--- config.mk ---
export PLATFORM = sky130hd
export DESIGN_NAME = if_stage
export DESIGN_NICKNAME = d
export VERILOG_FILES = /design/src/rtl/if_pkg.sv /design/src/rtl/if_stage_pc_next_sel.sv /design/src/rtl/if_stage.sv
export SDC_FILE = /design/constraint.sdc
export NUM_CORES = 1
export LEC_CHECK = 0
export BUFFER_PORTS_ARGS = -buffer_cell sky130_fd_sc_hd__buf_2
export CAP_MARGIN = 20
export CORE_MARGIN = 2
export CORE_UTILIZATION = 49
export CTS_CLUSTER_SIZE = 20
export DETAILED_ROUTE_END_ITERATION = 12
export PLACE_DENSITY = 0.87
export SYNTH_ARGS = -nofsm -noshare
export SYNTH_HDL_FRONTEND = slang
export SYNTH_HIERARCHICAL = 1
export SYNTH_SLANG_ARGS = --single-unit
--- constraint.sdc ---
create_clock -name clk -period 2.1 [get_ports clk]
set_input_delay 0.105 -clock clk [delete_from_list [all_inputs] [get_ports clk]]
set_output_delay 0.105 -clock clk [all_outputs]
set_load 0.1 [all_outputs]
--- src/rtl/if_pkg.sv ---
// -----------------------------------------------------------------------------
// if_pkg
// Shared encodings for the instruction-fetch stage.
//   PC_SEQ/PC_BR/PC_J/PC_JR : decode redirect select (pc_src)
//   state_t                 : fetch FSM states
//   NOP_INS_DEFAULT         : bubble instruction word
//   word_align()            : clears the byte-offset bits of an address
// -----------------------------------------------------------------------------
package if_pkg;

  localparam logic [1:0] PC_SEQ = 2'b00;
  localparam logic [1:0] PC_BR  = 2'b01;
  localparam logic [1:0] PC_J   = 2'b10;
  localparam logic [1:0] PC_JR  = 2'b11;

  typedef enum logic {
    S_FETCH = 1'b0,
    S_HELD  = 1'b1
  } state_t;

  localparam logic [31:0] NOP_INS_DEFAULT = 32'h0000_0000;

  function automatic logic [31:0] word_align(input logic [31:0] addr);
    return addr & 32'hFFFF_FFFC;
  endfunction

endpackage

--- src/rtl/if_stage_pc_next_sel.sv ---
// -----------------------------------------------------------------------------
// pc_next_sel
// Combinational next-PC selection for the fetch stage.
//   i_pc         : current fetch PC
//   i_pc_4_hi    : IF/ID pc_4_out[31:28], region bits for jumps
//   i_pc_src     : decode redirect select
//   i_stall      : hazard stall; a redirect is not taken while high
//   i_branch     : branch target
//   i_offset28   : jump offset, already shifted left by 2
//   i_jr_target  : register jump target
//   i_pend_vld   : a redirect has been captured and not yet applied
//   i_pend_pc    : captured redirect target
//   o_redirect   : a live redirect is present this cycle
//   o_target     : live redirect target
//   o_next_pc    : PC to load when the current fetch retires
// -----------------------------------------------------------------------------
module pc_next_sel
  import if_pkg::*;
(
  input  logic [31:0] i_pc,
  input  logic [3:0]  i_pc_4_hi,
  input  logic [1:0]  i_pc_src,
  input  logic        i_stall,
  input  logic [31:0] i_branch,
  input  logic [27:0] i_offset28,
  input  logic [31:0] i_jr_target,
  input  logic        i_pend_vld,
  input  logic [31:0] i_pend_pc,
  output logic        o_redirect,
  output logic [31:0] o_target,
  output logic [31:0] o_next_pc
);

  logic [31:0] w_seq_pc;
  logic [31:0] w_sel_pc;

  // Wraps naturally from 32'hFFFF_FFFC to 0.
  assign w_seq_pc = i_pc + 32'd4;

  always_comb begin
    o_target = 32'h0;
    case (i_pc_src)
      PC_BR:   o_target = i_branch;
      PC_J:    o_target = {i_pc_4_hi, i_offset28};
      PC_JR:   o_target = i_jr_target;
      default: o_target = 32'h0;
    endcase
  end

  assign o_redirect = (i_pc_src != PC_SEQ) && !i_stall;

  // A redirect arriving in the same cycle wins over an older captured one.
  always_comb begin
    w_sel_pc = w_seq_pc;
    if (o_redirect) begin
      w_sel_pc = o_target;
    end else if (i_pend_vld) begin
      w_sel_pc = i_pend_pc;
    end
  end

  assign o_next_pc = word_align(w_sel_pc);

endmodule

--- src/rtl/if_stage.sv ---
// -----------------------------------------------------------------------------
// if_stage
// Instruction-fetch stage: owns the PC, fetches from instruction memory and
// drives the IF/ID register consumed by decode. Redirects from decode have one
// delay slot: the fetch in flight (or the next fetch) is always delivered.
//
// Ports:
//   clk, rst_n      : clock, asynchronous active-low reset
//   stall           : hazard hold of PC and IF/ID; pc_src ignored while high
//   pc_src          : redirect select (00 seq, 01 branch, 10 jump, 11 reg)
//   branch          : branch target
//   offset28        : jump offset (<<2 already applied)
//   jr_target       : register jump target
//   imem_req        : fetch request
//   imem_addr       : fetch address (word aligned)
//   imem_ack        : read data valid this cycle
//   imem_rdata      : instruction word
//   pc_4_out        : IF/ID fetched address + 4
//   ins             : IF/ID instruction word
//   bubble_cnt      : saturating count of bubbles entering IF/ID
//
// Memory handshake: while imem_req is high, imem_addr is held stable until a
// cycle with imem_ack high; imem_rdata is sampled in that cycle and the
// request completes. imem_ack is ignored whenever imem_req is low.
// -----------------------------------------------------------------------------
module if_stage
  import if_pkg::*;
#(
  parameter logic [31:0] RESET_PC = 32'h0000_0000,
  parameter logic [31:0] NOP_INS  = NOP_INS_DEFAULT
) (
  input  logic        clk,
  input  logic        rst_n,
  input  logic        stall,
  input  logic [1:0]  pc_src,
  input  logic [31:0] branch,
  input  logic [27:0] offset28,
  input  logic [31:0] jr_target,
  output logic        imem_req,
  output logic [31:0] imem_addr,
  input  logic        imem_ack,
  input  logic [31:0] imem_rdata,
  output logic [31:0] pc_4_out,
  output logic [31:0] ins,
  output logic [31:0] bubble_cnt
);

  state_t      r_state;
  state_t      w_state_nxt;

  logic [31:0] r_pc;
  logic [31:0] r_pc_4_out;
  logic [31:0] r_ins;
  logic [31:0] r_skid;
  logic        r_pend_vld;
  logic [31:0] r_pend_pc;
  logic [31:0] r_bubble_cnt;

  logic        w_req;
  logic        w_ack;
  logic        w_adv;
  logic        w_from_skid;
  logic        w_bubble;
  logic        w_skid_we;
  logic        w_redirect;
  logic [31:0] w_target;
  logic [31:0] w_next_pc;
  logic [31:0] w_pc_plus4;

  pc_next_sel u_pc_next_sel (
    .i_pc        (r_pc),
    .i_pc_4_hi   (r_pc_4_out[31:28]),
    .i_pc_src    (pc_src),
    .i_stall     (stall),
    .i_branch    (branch),
    .i_offset28  (offset28),
    .i_jr_target (jr_target),
    .i_pend_vld  (r_pend_vld),
    .i_pend_pc   (r_pend_pc),
    .o_redirect  (w_redirect),
    .o_target    (w_target),
    .o_next_pc   (w_next_pc)
  );

  assign w_pc_plus4 = r_pc + 32'd4;

  // Gating with rst_n keeps the request low during reset, so a late ack from
  // a dropped transaction cannot be taken.
  assign w_req = rst_n && (r_state == S_FETCH);
  assign w_ack = imem_ack && w_req;

  // FSM state register
  always_ff @(posedge clk or negedge rst_n) begin
    if (!rst_n) begin
      r_state <= S_FETCH;
    end else begin
      r_state <= w_state_nxt;
    end
  end

  // FSM next state and datapath strobes
  always_comb begin
    w_state_nxt = r_state;
    w_adv       = 1'b0;
    w_from_skid = 1'b0;
    w_bubble    = 1'b0;
    w_skid_we   = 1'b0;
    case (r_state)
      S_FETCH: begin
        if (w_ack && !stall) begin
          w_adv = 1'b1;
        end else if (w_ack && stall) begin
          // Memory completed but decode cannot take it: park the word.
          w_skid_we   = 1'b1;
          w_state_nxt = S_HELD;
        end else if (!stall) begin
          w_bubble = 1'b1;
        end
      end
      S_HELD: begin
        if (!stall) begin
          w_adv       = 1'b1;
          w_from_skid = 1'b1;
          w_state_nxt = S_FETCH;
        end
      end
      default: w_state_nxt = S_FETCH;
    endcase
  end

  // PC, IF/ID, pending redirect and bubble counter
  always_ff @(posedge clk or negedge rst_n) begin
    if (!rst_n) begin
      r_pc         <= RESET_PC;
      r_pc_4_out   <= 32'h0;
      r_ins        <= NOP_INS;
      r_pend_vld   <= 1'b0;
      r_pend_pc    <= 32'h0;
      r_bubble_cnt <= 32'h0;
    end else begin
      if (w_adv) begin
        r_ins      <= w_from_skid ? r_skid : imem_rdata;
        r_pc_4_out <= w_pc_plus4;
        r_pc       <= w_next_pc;
        r_pend_vld <= 1'b0;
      end else begin
        if (w_bubble) begin
          r_ins <= NOP_INS;
          if (r_bubble_cnt != 32'hFFFF_FFFF) begin
            r_bubble_cnt <= r_bubble_cnt + 32'd1;
          end
        end
        // Redirect seen while the delay-slot fetch is still outstanding;
        // a later one overwrites it.
        if (w_redirect) begin
          r_pend_vld <= 1'b1;
          r_pend_pc  <= w_target;
        end
      end
    end
  end

  // Skid buffer
  always_ff @(posedge clk or negedge rst_n) begin
    if (!rst_n) begin
      r_skid <= 32'h0;
    end else if (w_skid_we) begin
      r_skid <= imem_rdata;
    end
  end

  assign imem_req   = w_req;
  assign imem_addr  = r_pc;
  assign pc_4_out   = r_pc_4_out;
  assign ins        = r_ins;
  assign bubble_cnt = r_bubble_cnt;

endmodule

==> results_dict.tcl, run 1 <==
set metrics [dict create \
    outcome "completed" \
    path_cells "nand3_2 -> or4_1 -> or4_1 -> nand3_1 -> a32o_2 -> nand2_1 -> nand2_1" \
    maximum_number_of_pins_on_one_net_before_global_route_repair 163 \
    critPathTopFamily "simple AND/OR/NAND/NOR gates" \
    grt_pass1_vias 8779 \
    via_count 9022 \
    end_kind "register" \
    cts_made_buffers 17 \
    relSlewSlack_pct 40.6 \
    worstMarginPinSlew_ps 891 \
    chipHeight_microns 148 \
    wl_met1_mm 11.7 \
    clock_transition_at_the_registers_of_the_reported_paths_ps 70 \
    grt_util_all_layers_pct 25.8 \
    yosysWarningCount 6 \
    path_buf_inv 0 \
    ctsRootBufferMaster "sky130_fd_sc_hd__clkbuf_16" \
    critical-path-slowest-cell "sky130_fd_sc_hd__or4_1" \
    route.met2.wl_mm 14.2 \
    fraction_of_final_layout_cells_sized_beyond_drive_strength_1_pct 37.9 \
    cts.sink_count 192 \
    cts_tree "done" \
    timing.clock.skew_ps 16.8 \
    diodes 0 \
    rsz0062_at_grt "false" \
    clockBufferDepth 2 \
    port_buffers 252 \
    fin_nets 1446 \
    detailed_place_hpwl_mm 19.3 \
    fin_ws_ps 120 \
    crit_path_arrival_time_ps 2350 \
    worstPathRequired_ps 2470 \
    floorplan.die_area_sq_mm 0.0219 \
    startpoint_type "register" \
    critical_path_fanouts_max 7 \
    detail-route-antenna-nets 0 \
    detail_route.drc_violations 0 \
    sw_frac_of_total_pct 48.3 \
    pwr-share-clk_pct 21.9 \
    hold_class "input port to register" \
    report.final.setup_viol 0 \
    maxUsedRoutingLayer "met4" \
    gpl.final_weighted_congestion 0.863 \
    vdd_drop_max_v 0.000663 \
    initial_core_util_pct 50.0 \
    core.rowCount 52 \
    max_cap_viol_count 0 \
    static-leakage-power_nw 5.98 \
    post_synthesis_instance_area_sq_mm 0.0101 \
    layout_common_cells "251 x sky130_fd_sc_hd__buf_2, 218 x sky130_fd_sc_hd__nand2_1, 133 x sky130_fd_sc_hd__dfrtp_1" \
    number_of_antenna_violations_at_the_first_check_in_global_routing 0 \
    timing_hold_violations_final 0 \
    period_needed_ps 1980 \
    max_freq_ghz 0.505 \
    route.met3.wl_mm 2.07 \
    pre_cts_slack_ps 123 \
    wl_per_cell_microns 17.8 \
    fin_tns_setup_ps 0 \
    flow.area_growth_from_synthesis_pct 27.4 \
    fp.coreArea_sq_mm 0.0203 \
    drt_first_pass_iters 5 \
    finalMaxSlewViolations 0 \
    p_int_mw 7.40 \
    nFillCells 1591 \
    sequential_fraction_of_design_power_pct 36.1 \
    power_per_cell_area_mw_per_mm2 1110 \
    floorplan.io_pins 259 \
    netSwitchingPower_mw 6.91 \
    avgViaCountPerCell 5.65 \
    syn_inst 1034 \
    detailedRoute.firstIterationViolations 728 \
    final.period_utilization_pct 94.3 \
    power.share.combinational_pct 41.9 \
    finalWirelength_mm 28.5 \
    synthesis.area_per_instance_sq_um 9.81 \
    critical_path_class "register to register" \
    grt_pass1_wl_mm 45.3 \
    htree_levels 4 \
    max_stage_delay_ps 560 \
    overflow 0 \
    clk_latency_ps 430 \
    layout.cells.most_common "sky130_fd_sc_hd__buf_2" \
    die_w_microns 148 \
]
-- stage by stage --
stage	utilization, %	hold slack, ps	instance area, sq um	power (mW)	instances
after floorplan	-	-191	10400	9.76	1035
after global placement	58.8	-59.4	11900	11.0	1522
after detailed placement	58.8	-55.5	11900	11.1	1522
after CTS	63.2	23.6	12800	14.3	1587
after global routing	63.7	36.7	12900	14.9	1596
final	63.7	47.9	12900	14.3	1596
-- routing by layer --
layer  vias to the layer above  track usage, %
met3                        39            4.94
met1                      4368            33.8
met5                         -               0
li1                       4188               -
met2                       427            44.1
met4                         0            7.33
-- what timing repair did --
action | CTS | global route
hold buffers | 33 | 0
gates resized for setup | 0 | 4
buffers inserted | 0 | 8
setup endpoints to repair | 0 | 11
endpoints found under the hold margin | 140 | 0
-- state kept, by name, indices dropped and copies added, names as in the netlist --
signal      flops
imem_addr      32
r_pend_vld      1
r_pend_pc      30
r_state         1
ins            32
r_skid         32
pc_4_out       32
bubble_cnt     32
-- worst paths after layout --
kind | startpoint | endpoint | slack [ps] | depth (start not counted)
max | imem_addr[26] | imem_addr[30] | 120 | 7
min | stall | r_state | 50 | 2
max reg2reg | imem_addr[26] | imem_addr[30] | 120 | 7
min reg2reg | pc_4_out[12] | pc_4_out[12] | 470 | 2
max in group asynchronous | rst_n | pc_4_out[27] | 710 | 4
min in group asynchronous | rst_n | ins[30] | 70 | 2
-- power by group through the flow --
stage	clock network, mW	registers [mW]	logic, mW
after floorplan	0	8.32	1.44
after global placement	0	5.17	5.79
after detailed placement	0	5.24	5.88
after CTS	3.21	5.17	5.95
after global routing	3.34	5.28	6.28
final	3.14	5.17	6.00
-- cell type report --
| cell class | count | area, sq um | area share (%) |
|---|---|---|---|
| Clock buffer | 18 | 439 | 3.40 |
| Clock inverter | 14 | 125 | 0.968 |
| Inverter | 8 | 30.0 | 0.232 |
| Multi-Input combinational cell | 773 | 5120 | 39.6 |
| Sequential cell | 192 | 4960 | 38.4 |
| Tap cell | 270 | 338 | 2.61 |
| Timing Repair Buffer | 321 | 1920 | 14.8 |
(Power assumes the default switching activity.)
==> inputs of run 2 (changes only) <==
- RECOVER_POWER: unset -> 25
==> run 2 against run 1 <==
Compared with the run above: worst setup slack unchanged; hold slack better by 3.7 ps; via count unchanged; fmax unchanged; critical path type unchanged; register-to-register slack about the same.
==> results_dict.tcl, run 2 (same netlist as run 1, synthesis figures left out) <==
set metrics [dict create \
    outcome "completed" \
    clk_latency_ps 430 \
    number_of_antenna_violations_at_the_first_check_in_global_routing 0 \
    chipHeight_microns 148 \
    floorplan.io_pins 259 \
    final.period_utilization_pct 94.3 \
    worstPathRequired_ps 2470 \
    crit_path_arrival_time_ps 2350 \
    cts.sink_count 192 \
    seqCellArea_sq_mm 0.00496 \
    rr_endpoint "imem_addr[30]" \
    multi_input_area_sq_mm 0.00512 \
    timing_hold_violations_final 0 \
    hold_class "input port to register" \
    flow.area_growth_from_synthesis_pct 27.4 \
    grt_pass1_wl_mm 45.3 \
    fraction_of_final_layout_cells_sized_beyond_drive_strength_1_pct 37.9 \
    core.rowCount 52 \
    vdd_drop_max_v 0.000663 \
    relSlewSlack_pct 40.6 \
    nFillCells 1592 \
    detailedRoute.firstIterationViolations 728 \
    overall_power_consumption_mw 14.3 \
    fp.coreArea_sq_mm 0.0203 \
    layout_common_cells "251 x sky130_fd_sc_hd__buf_2, 218 x sky130_fd_sc_hd__nand2_1, 134 x sky130_fd_sc_hd__dfrtp_1" \
    diodes 0 \
    finalMaxSlewViolations 0 \
    fin_area_sq_mm 0.0129 \
    critical_path_class "register to register" \
    detailed_place_hpwl_mm 19.3 \
    gpl.final_weighted_congestion 0.863 \
    port_buffers 252 \
    critical_path_fanouts_max 7 \
    wl_per_cell_microns 17.8 \
    rsz0062_at_grt "false" \
    detail-route-antenna-nets 0 \
    fin_ws_ps 120 \
    fin_tns_setup_ps 0 \
    layout.cells.most_common "sky130_fd_sc_hd__buf_2" \
    worstMarginPinSlew_ps 891 \
    max_freq_ghz 0.505 \
    clock_transition_at_the_registers_of_the_reported_paths_ps 70 \
    cts_made_buffers 17 \
    worst_hold_path_cell_count 2 \
    report.final.setup_viol 0 \
    overflow 0 \
    grt_util_all_layers_pct 25.8 \
    max_cap_viol_count 0 \
    via_count 9022 \
    ctsRootBufferMaster "sky130_fd_sc_hd__clkbuf_16" \
    startpoint_type "register" \
    end_kind "register" \
    min_to "r_state" \
    numPlacedInstances 1522 \
    clockBufferDepth 2 \
    worst_hold_startpoint "stall" \
    detail_route.drc_violations 0 \
    maximum_number_of_pins_on_one_net_before_global_route_repair 163 \
    static-leakage-power_nw 5.98 \
    layoutNonFillerInstCount 1596 \
    rr_startpoint "imem_addr[26]" \
    dpl-instance-area_sq_mm 0.0119 \
    power_per_cell_area_mw_per_mm2 1110 \
    cts_tree "done" \
    finalWirelength_mm 28.5 \
    die_w_microns 148 \
    pre_cts_slack_ps 123 \
    drt_first_pass_iters 5 \
    floorplan.die_area_sq_mm 0.0219 \
    htree_levels 4 \
    initial_core_util_pct 50.0 \
    fin_nets 1446 \
    timing.clock.skew_ps 16.8 \
    period_needed_ps 1980 \
    worst-r2r-cell-count 7 \
    grt_pass1_vias 8779 \
    avgViaCountPerCell 5.65 \
    reg2reg_slack_ps 120 \
]
-- run 2: cell counts in the layout (fill, tap and decap cells not counted) --
Identical to the previous run, type by type.
-- run 2: metal layers --
layer	track usage [%]	vias up	wire, microns
met3	4.94	39	2070
met1	33.8	4368	11700
met5	0	-	0
met2	44.1	427	14200
met4	7.33	0	540
li1	-	4188	-
-- run 2: where the power goes --
group	internal, mW	switching, mW	total (mW)
registers	4.47	0.698	5.17
logic	1.33	4.67	6.00
clock network	1.59	1.55	3.14
total	7.40	6.91	14.3
-- run 2: how the worst max path moves through the flow --
stage	from	endpoint	slack (ps)	cells past startpoint
floorplan	imem_addr[2]	imem_addr[30]	2	9
global placement	imem_addr[2]	imem_addr[20]	150	8
detailed placement	imem_addr[2]	imem_addr[20]	120	8
CTS	imem_addr[2]	imem_addr[20]	100	8
global route	imem_addr[2]	imem_addr[24]	2	8
finish	imem_addr[26]	imem_addr[30]	120	7
-- run 2: layout make-up --
| cell class | instances | share of cell area [%] |
|---|---|---|
| clock buffers | 18 | 3.40 |
| clock inverters | 14 | 0.968 |
| inverters | 8 | 0.232 |
| multi-input cells | 773 | 39.6 |
| flip-flops and latches | 192 | 38.4 |
| well taps | 270 | 2.61 |
| repair buffers | 321 | 14.8 |
-- run 2: through the flow --
| step | hold slack (ps) | util (%) |
|---|---|---|
| after floorplan | -191 | - |
| after global placement | -59.4 | 58.8 |
| after detailed placement | -55.5 | 58.8 |
| after CTS | 23.6 | 63.2 |
| after global routing | 40.3 | 63.7 |
| final | 51.6 | 63.7 |
-- run 2: worst max-delay path, cell delays in order, from the launching register on --
cell and delay, ps:
sky130_fd_sc_hd__dfrtp_4 460, sky130_fd_sc_hd__nand3_2 100, sky130_fd_sc_hd__or4_1 560, sky130_fd_sc_hd__or4_1 420, sky130_fd_sc_hd__nand3_1 90, sky130_fd_sc_hd__a32o_2 180, sky130_fd_sc_hd__nand2_1 50, sky130_fd_sc_hd__nand2_1 70
-- run 2: timing repair --
action	CTS	global route
hold buffers	33	0
buffers inserted	0	8
resized for setup	0	4
endpoints found under the setup margin	0	11
endpoints found under the hold margin	140	0
